**src/rtl/fwd_hazard_unit.sv**
```systemverilog
// D-stage operand forwarding and load-use stall unit with a Tnew destination scoreboard.
// Optional stall_cnt output is enabled by defining FWD_HAZARD_STALL_CNT_EN.
module fwd_hazard_unit #(
  parameter int unsigned DATA_W  = 32,
  parameter int unsigned NUM_RD  = 2,
  parameter int unsigned NUM_FWD = 3,
  parameter int unsigned REG_AW  = 5,
  localparam int unsigned SEL_W  = $clog2(NUM_FWD + 1)
) (
  input  logic                      clk,
  input  logic                      reset,
  input  logic                      d_valid,
  input  logic [NUM_RD*REG_AW-1:0]  d_rs_addr,
  input  logic [NUM_RD*2-1:0]       d_tuse,
  input  logic [NUM_RD*DATA_W-1:0]  d_rd_data,
  input  logic                      d_wr_en,
  input  logic [REG_AW-1:0]         d_wr_addr,
  input  logic [1:0]                d_tnew,
  input  logic                      e_flush,
  input  logic [NUM_FWD*DATA_W-1:0] fwd_data,
  output logic [NUM_RD*DATA_W-1:0]  operand,
  output logic [NUM_RD*SEL_W-1:0]   fwd_sel,
`ifdef FWD_HAZARD_STALL_CNT_EN
  output logic [31:0]               stall_cnt,
`endif
  output logic                      stall
);

  localparam int unsigned TW = 2;

  logic [NUM_FWD-1:0] sb_valid;
  logic [REG_AW-1:0]  sb_wa   [NUM_FWD];
  logic [TW-1:0]      sb_tnew [NUM_FWD];

  logic [NUM_RD-1:0]  hit;
  logic [NUM_RD-1:0]  port_stall;
  logic [SEL_W-1:0]   hit_sel  [NUM_RD];
  logic [TW-1:0]      hit_tnew [NUM_RD];
  logic [DATA_W-1:0]  hit_data [NUM_RD];
  logic               bubble;

  // Youngest-match search: scan oldest to youngest so the smallest k wins.
  // While reset is asserted the scoreboard is treated as already cleared.
  always_comb begin
    hit = '0;
    for (int i = 0; i < int'(NUM_RD); i++) begin
      hit_sel[i]  = '0;
      hit_tnew[i] = '0;
      hit_data[i] = '0;
      for (int k = int'(NUM_FWD) - 1; k >= 0; k--) begin
        if (!reset && sb_valid[k]
            && (d_rs_addr[i*REG_AW +: REG_AW] != '0)
            && (sb_wa[k] == d_rs_addr[i*REG_AW +: REG_AW])) begin
          hit[i]      = 1'b1;
          hit_sel[i]  = SEL_W'(k + 1);
          hit_tnew[i] = sb_tnew[k];
          hit_data[i] = fwd_data[k*DATA_W +: DATA_W];
        end
      end
    end
  end

  // Per-port resolution: forward a ready value, defer a late-enough one, or stall.
  always_comb begin
    operand    = d_rd_data;
    fwd_sel    = '0;
    port_stall = '0;
    for (int i = 0; i < int'(NUM_RD); i++) begin
      if (hit[i]) begin
        if (hit_tnew[i] == '0) begin
          fwd_sel[i*SEL_W +: SEL_W]   = hit_sel[i];
          operand[i*DATA_W +: DATA_W] = hit_data[i];
        end else if (hit_tnew[i] > d_tuse[i*TW +: TW]) begin
          port_stall[i] = 1'b1;
        end
      end
    end
  end

  assign stall  = d_valid & (|port_stall);
  assign bubble = stall | e_flush | ~d_valid;

  // Scoreboard shift with saturating Tnew countdown; entry 0 takes D or a bubble.
  always_ff @(posedge clk) begin
    if (reset) begin
      sb_valid <= '0;
      for (int k = 0; k < int'(NUM_FWD); k++) begin
        sb_wa[k]   <= '0;
        sb_tnew[k] <= '0;
      end
    end else begin
      for (int k = int'(NUM_FWD) - 1; k > 0; k--) begin
        sb_valid[k] <= sb_valid[k-1];
        sb_wa[k]    <= sb_wa[k-1];
        sb_tnew[k]  <= (sb_tnew[k-1] == '0) ? '0 : sb_tnew[k-1] - TW'(1);
      end
      if (bubble) begin
        sb_valid[0] <= 1'b0;
        sb_wa[0]    <= '0;
        sb_tnew[0]  <= '0;
      end else begin
        sb_valid[0] <= d_wr_en && (d_wr_addr != '0);
        sb_wa[0]    <= d_wr_addr;
        sb_tnew[0]  <= d_tnew;
      end
    end
  end

`ifdef FWD_HAZARD_STALL_CNT_EN
  // Saturating count of stalled cycles.
  always_ff @(posedge clk) begin
    if (reset) begin
      stall_cnt <= '0;
    end else if (stall && (stall_cnt != 32'hFFFF_FFFF)) begin
      stall_cnt <= stall_cnt + 32'd1;
    end
  end
`endif

endmodule

```
**config.mk**
```make
export PLATFORM = sky130hd
export DESIGN_NAME = fwd_hazard_unit
export DESIGN_NICKNAME = d
export VERILOG_FILES = /design/src/rtl/fwd_hazard_unit.sv
export SDC_FILE = /design/constraint.sdc
export NUM_CORES = 1
export LEC_CHECK = 0
export ABC_AREA = 1
export ABC_CLOCK_PERIOD_IN_PS = 2300
export BUFFER_PORTS_ARGS = -buffer_cell sky130_fd_sc_hd__buf_2
export CELL_PAD_IN_SITES_DETAIL_PLACEMENT = 1
export CELL_PAD_IN_SITES_GLOBAL_PLACEMENT = 1
export CORE_ASPECT_RATIO = 1.75
export CORE_UTILIZATION = 25
export CTS_CLUSTER_DIAMETER = 30
export DETAILED_ROUTE_END_ITERATION = 16
export PLACE_DENSITY = 0.9
export RECOVER_POWER = 25
export SYNTH_ARGS = -nofsm -noshare
export SYNTH_HDL_FRONTEND = slang
export SYNTH_SLANG_ARGS = --single-unit
```
**constraint.sdc**
```tcl
create_clock -name clk -period 2.3 [get_ports clk]
set_input_delay 0.115 -clock clk [delete_from_list [all_inputs] [get_ports clk]]
set_output_delay 0.115 -clock clk [all_outputs]
set_load 0.02 [all_outputs]
```
# == Word-level counts from Yosys, hierarchy flattened ==
# Memories as Yosys holds them, arrays and structs flattened.
# Cells that the tools add are included.
# word_totals
memories,2
register_bits,3
input_bits,186
output_inout_bits,69
ramBits,21
wordCells,109
# mem_list
memory,words,word_bits,rd,rd_clocked_by_memory_dff,wr,line,text
sb_wa,3,5,3,0,3,32,logic [REG_AW-1:0] sb_wa [NUM_FWD];
sb_tnew,3,2,3,0,3,33,logic [TW-1:0] sb_tnew [NUM_FWD];
# op_classes
n_eq_ne,6
reduce_logical,26
n_bitwise,12
order_cmp,2
muxes,57
addsub,2
# ops
operator,count
two-way mux 32 bit,10
two-way mux 2 bit,22
== test 5 bit,6
two-way mux 1 bit,21
two-way mux 5 bit,4
logical AND 1 bit,16
nonzero test 5 bit,3
bitwise OR 1 bit,10
logical NOT 2 bit,4
> comparator 2 bit,2
OR reduction 2 bit,2
subtractor 2 x 1 -> 2 bit (second input constant),2
bitwise AND 1 bit,1
logical NOT 1 bit,1
NOT 1 bit,1

# == Depth between registers and ports, before layout ==
# logic_depth
word_depth,20
depth_mapped,18
mapped_depth_nobuf,18

# == Worst setup path after synthesis ==
# OpenSTA, ideal clock, no wires.
# synth_path
kind,reg2out
from,memory sb_wa[0][1]
to,output port stall
stages_incl_launch_ff,16
t_arrival_ps,2079
path_slack_ps,106
n_path_buf,0
path_cell_list,edfxtp_1 > nand2_1 > nand2_1 > inv_1 > nand2_1 > nor2_1 > nand2_2 > inv_1 > nand2_1 > nand2_2 > inv_1 > ha_1 > a21oi_1 > a21oi_1 > nand2_2 > a21oi_1
# synth_lines
item,line,text
from (decl),32,
to (decl),26,output logic stall

==> metrics <==
status=finished with violations; failing checks=setup timing; worst-path fanout max=33; TritonRoute pass-1 iters=5; critical path class=reg -> out; Slew HR=64.12%; Inst Count DP=1311; combinational fraction of design power=45.5%; final hold vios=0; fmax=363.7 MHz; Seq pwr share=29.8%; wirelength, routed=31.26 mm; final setup vio count=76; commonest non-fill, non-tap cell in the layout=nand2_1; Die Wd=99.63 um; final HPWL from detailed placement=18.39 mm; All-Layer GR Usage=29.59%; cell count after synthesis=795; chip height=172.9 um; CTS H-Tree Depth=1; flip-flop and latch area=690.7 um2; ANT nets after route=0; # nets final=1327; share of layout cells above drive strength 1=49.29%; final instance area=8046 um2; internal power=1.115 mW; Synth Cell Area=4170 um2; DRC viols=0; Tmin final=2.749 ns; fin crit share=119.5%; via count=7347; Critical path origin=sb_wa[0][1]; EDFF count, synth=21; vias in the first global route=7460; CP endpoint kind=output port; Distinct cells, synth=32; P&R area growth vs syn=92.95%; largest net degree at the start of global routing=37; Synth Register Bits=24; maximum vdd drop=420.0 uV; Final Skew=0.008181 ns; multi-input logic area=3767 um2; Total Power=1.752 mW; Starting Density=25.48%; Worst-path clk slew=0.07 ns; Congestion Overflow GR=0; largest area contributor in the netlist=nand2_1; CORE AREA=16370 um2; busiest grt layer=met2; yosys warns=0; Max Slew Vio Count=0; Sinks on Clock Net=24; WHS=0.1352 ns; number of DRC markers in iteration 0=405; final worst slack=-0.4493 ns; hold path depth=3; CTS root buf=clkbuf_16; worst skew pair latency=0.27 ns; clock share of power=24.8%; Finished Layout Cells=1363; synth top area cells=nand2_1 24%, edfxtp_1 15%, nor2_1 13%, o21ai_0 9.1%, inv_1 6.4%; port bufs=254; Placed Area=6165 um2; Least-Margin Pin Slew=0.5369 ns; first-pass GRT wire length=39.14 mm; crit path DAT=2.63 ns; routed vias/inst=5.390; total CTS buffers=3; r2r startpoint=sb_wa[0][8]; Reg2Reg Depth=18; met2 Use GR=56.74%; Synth Flop Type=edfxtp_1; initial antenna violation count=6; power density over the cells=217.7 nW/um2; number of cell rows=62; net switching power=0.6372 mW; MaxCap Viol Count=0; fill cell count=2133; total die area=17220 um2; RSZ-0062 raised after global routing=true; Leak Pwr=4.005 nW; Hold WC Path Type=in -> reg; M3 GR Usage=3.719%; most frequent cells in the layout=221 x nand2_1, 189 x buf_2, 128 x nor2_1, 82 x buf_6, 58 x buf_4; average cell area after synthesis=5.246 um2; Yosys top cell area share=23.76%; GPL Wtd Cong=0.9101; Core Util, Final=49.16%; Bufs on Longest Clock Path=2; hold path startpoint=d_wr_en; FFs w/ async S/R, synth=0%; WL/cell=22.93 um; CTS tree=done; CTS Hold Bufs=0; IO Count=255; Switching Fraction=36.37%; register area share after synthesis=16.56%; Startpoint Class=flop; routing usage on met1=29.32%; Critical Path RT=2.18 ns
==> synth_stat cells (all sizes together) (6+ instances only) <==
cell type	count
nand3	13
inv	81
nand4	6
o21ai	105
ha	6
edfxtp	21
nor2	157
buf	23
nor3	6
a21oi	46
nand2	275
clkbuf	22
a31oi	24
==> per-layer routing <==
layer | share of wire [%] | vias up
met5 | 0 | -
met4 | 7.4 | 0
met3 | 7.0 | 190
met2 | 52 | 463
met1 | 33 | 3486
li1 | - | 3208
==> path summary, 6_finish.rpt <==
check,to,slack (ns)
setup / recovery,operand[58],-0.45
hold / removal,sb_valid[0],0.14
setup reg to reg,sb_wa[0][4],-0.34
hold reg to reg,sb_valid[1],0.46
==> repair_timing <==
| item | CTS | global route |
|---|---|---|
| pin swaps | 37 | 68 |
| gates cloned | 3 | 7 |
| endpoints found under the setup margin | 77 | 77 |
| gates resized for setup | 199 | 217 |
| setup buffers | 18 | 15 |
==> layout make-up <==
class / instances / area share [%]
inverters: 81 / 4.183
well taps: 224 / 3.483
clock buffers: 4 / 1.104
multi-input cells: 668 / 46.82
diodes: 5 / 0.1555
repair buffers: 357 / 35.67
flip-flops and latches: 24 / 8.583
==> registers in the layout, summed over array words and instances (netlist names) <==
signal    flops
sb_wa        15
sb_valid      3
sb_tnew       6
==> metrics by stage <==
step / setup TNS, ns / setup slack (ns)
detailed placement: -9.719 / -0.3806
global route: -28.78 / -0.5332
global placement: -5.124 / -0.3184
CTS: -15.20 / -0.2773
floorplan: 0 / 0.1056
finish: -26.20 / -0.4493
==> cells by family (layout without fill, tap and decap cells) <==
logic type	Yosys count	count (layout)	synth area share, %
DFF	24	24	16.56
adders and majority gates	6	6	1.800
buffers and inverters	126	442	13.71
xor gates and xnor gates	5	5	1.050
and+or+nand+nor	457	460	44.88
AOI/OAI and AO/OA	176	176	21.90
other	1	26	0.08992
==> power groups by stage <==
stage	Sequential [mW]	Clock [mW]	Combinational, mW
floorplan	0.517	0	0.249
global placement	0.522	0	0.564
detailed placement	0.524	0	0.580
CTS	0.517	0.441	0.657
global route	0.521	0.446	0.839
finish	0.521	0.434	0.797
==> critical path, stage by stage (launching register included) <==
cell	delay, ns
edfxtp_1	0.44
buf_4	0.18
o211ai_1	0.17
nor2_1	0.09
nand2_2	0.15
buf_4	0.15
buf_6	0.27
o21ai_0	0.17
a21oi_1	0.27
nor2_1	0.13
nand2_1	0.12
nand2_1	0.08
buf_6	0.14
(Power assumes the default switching activity.)
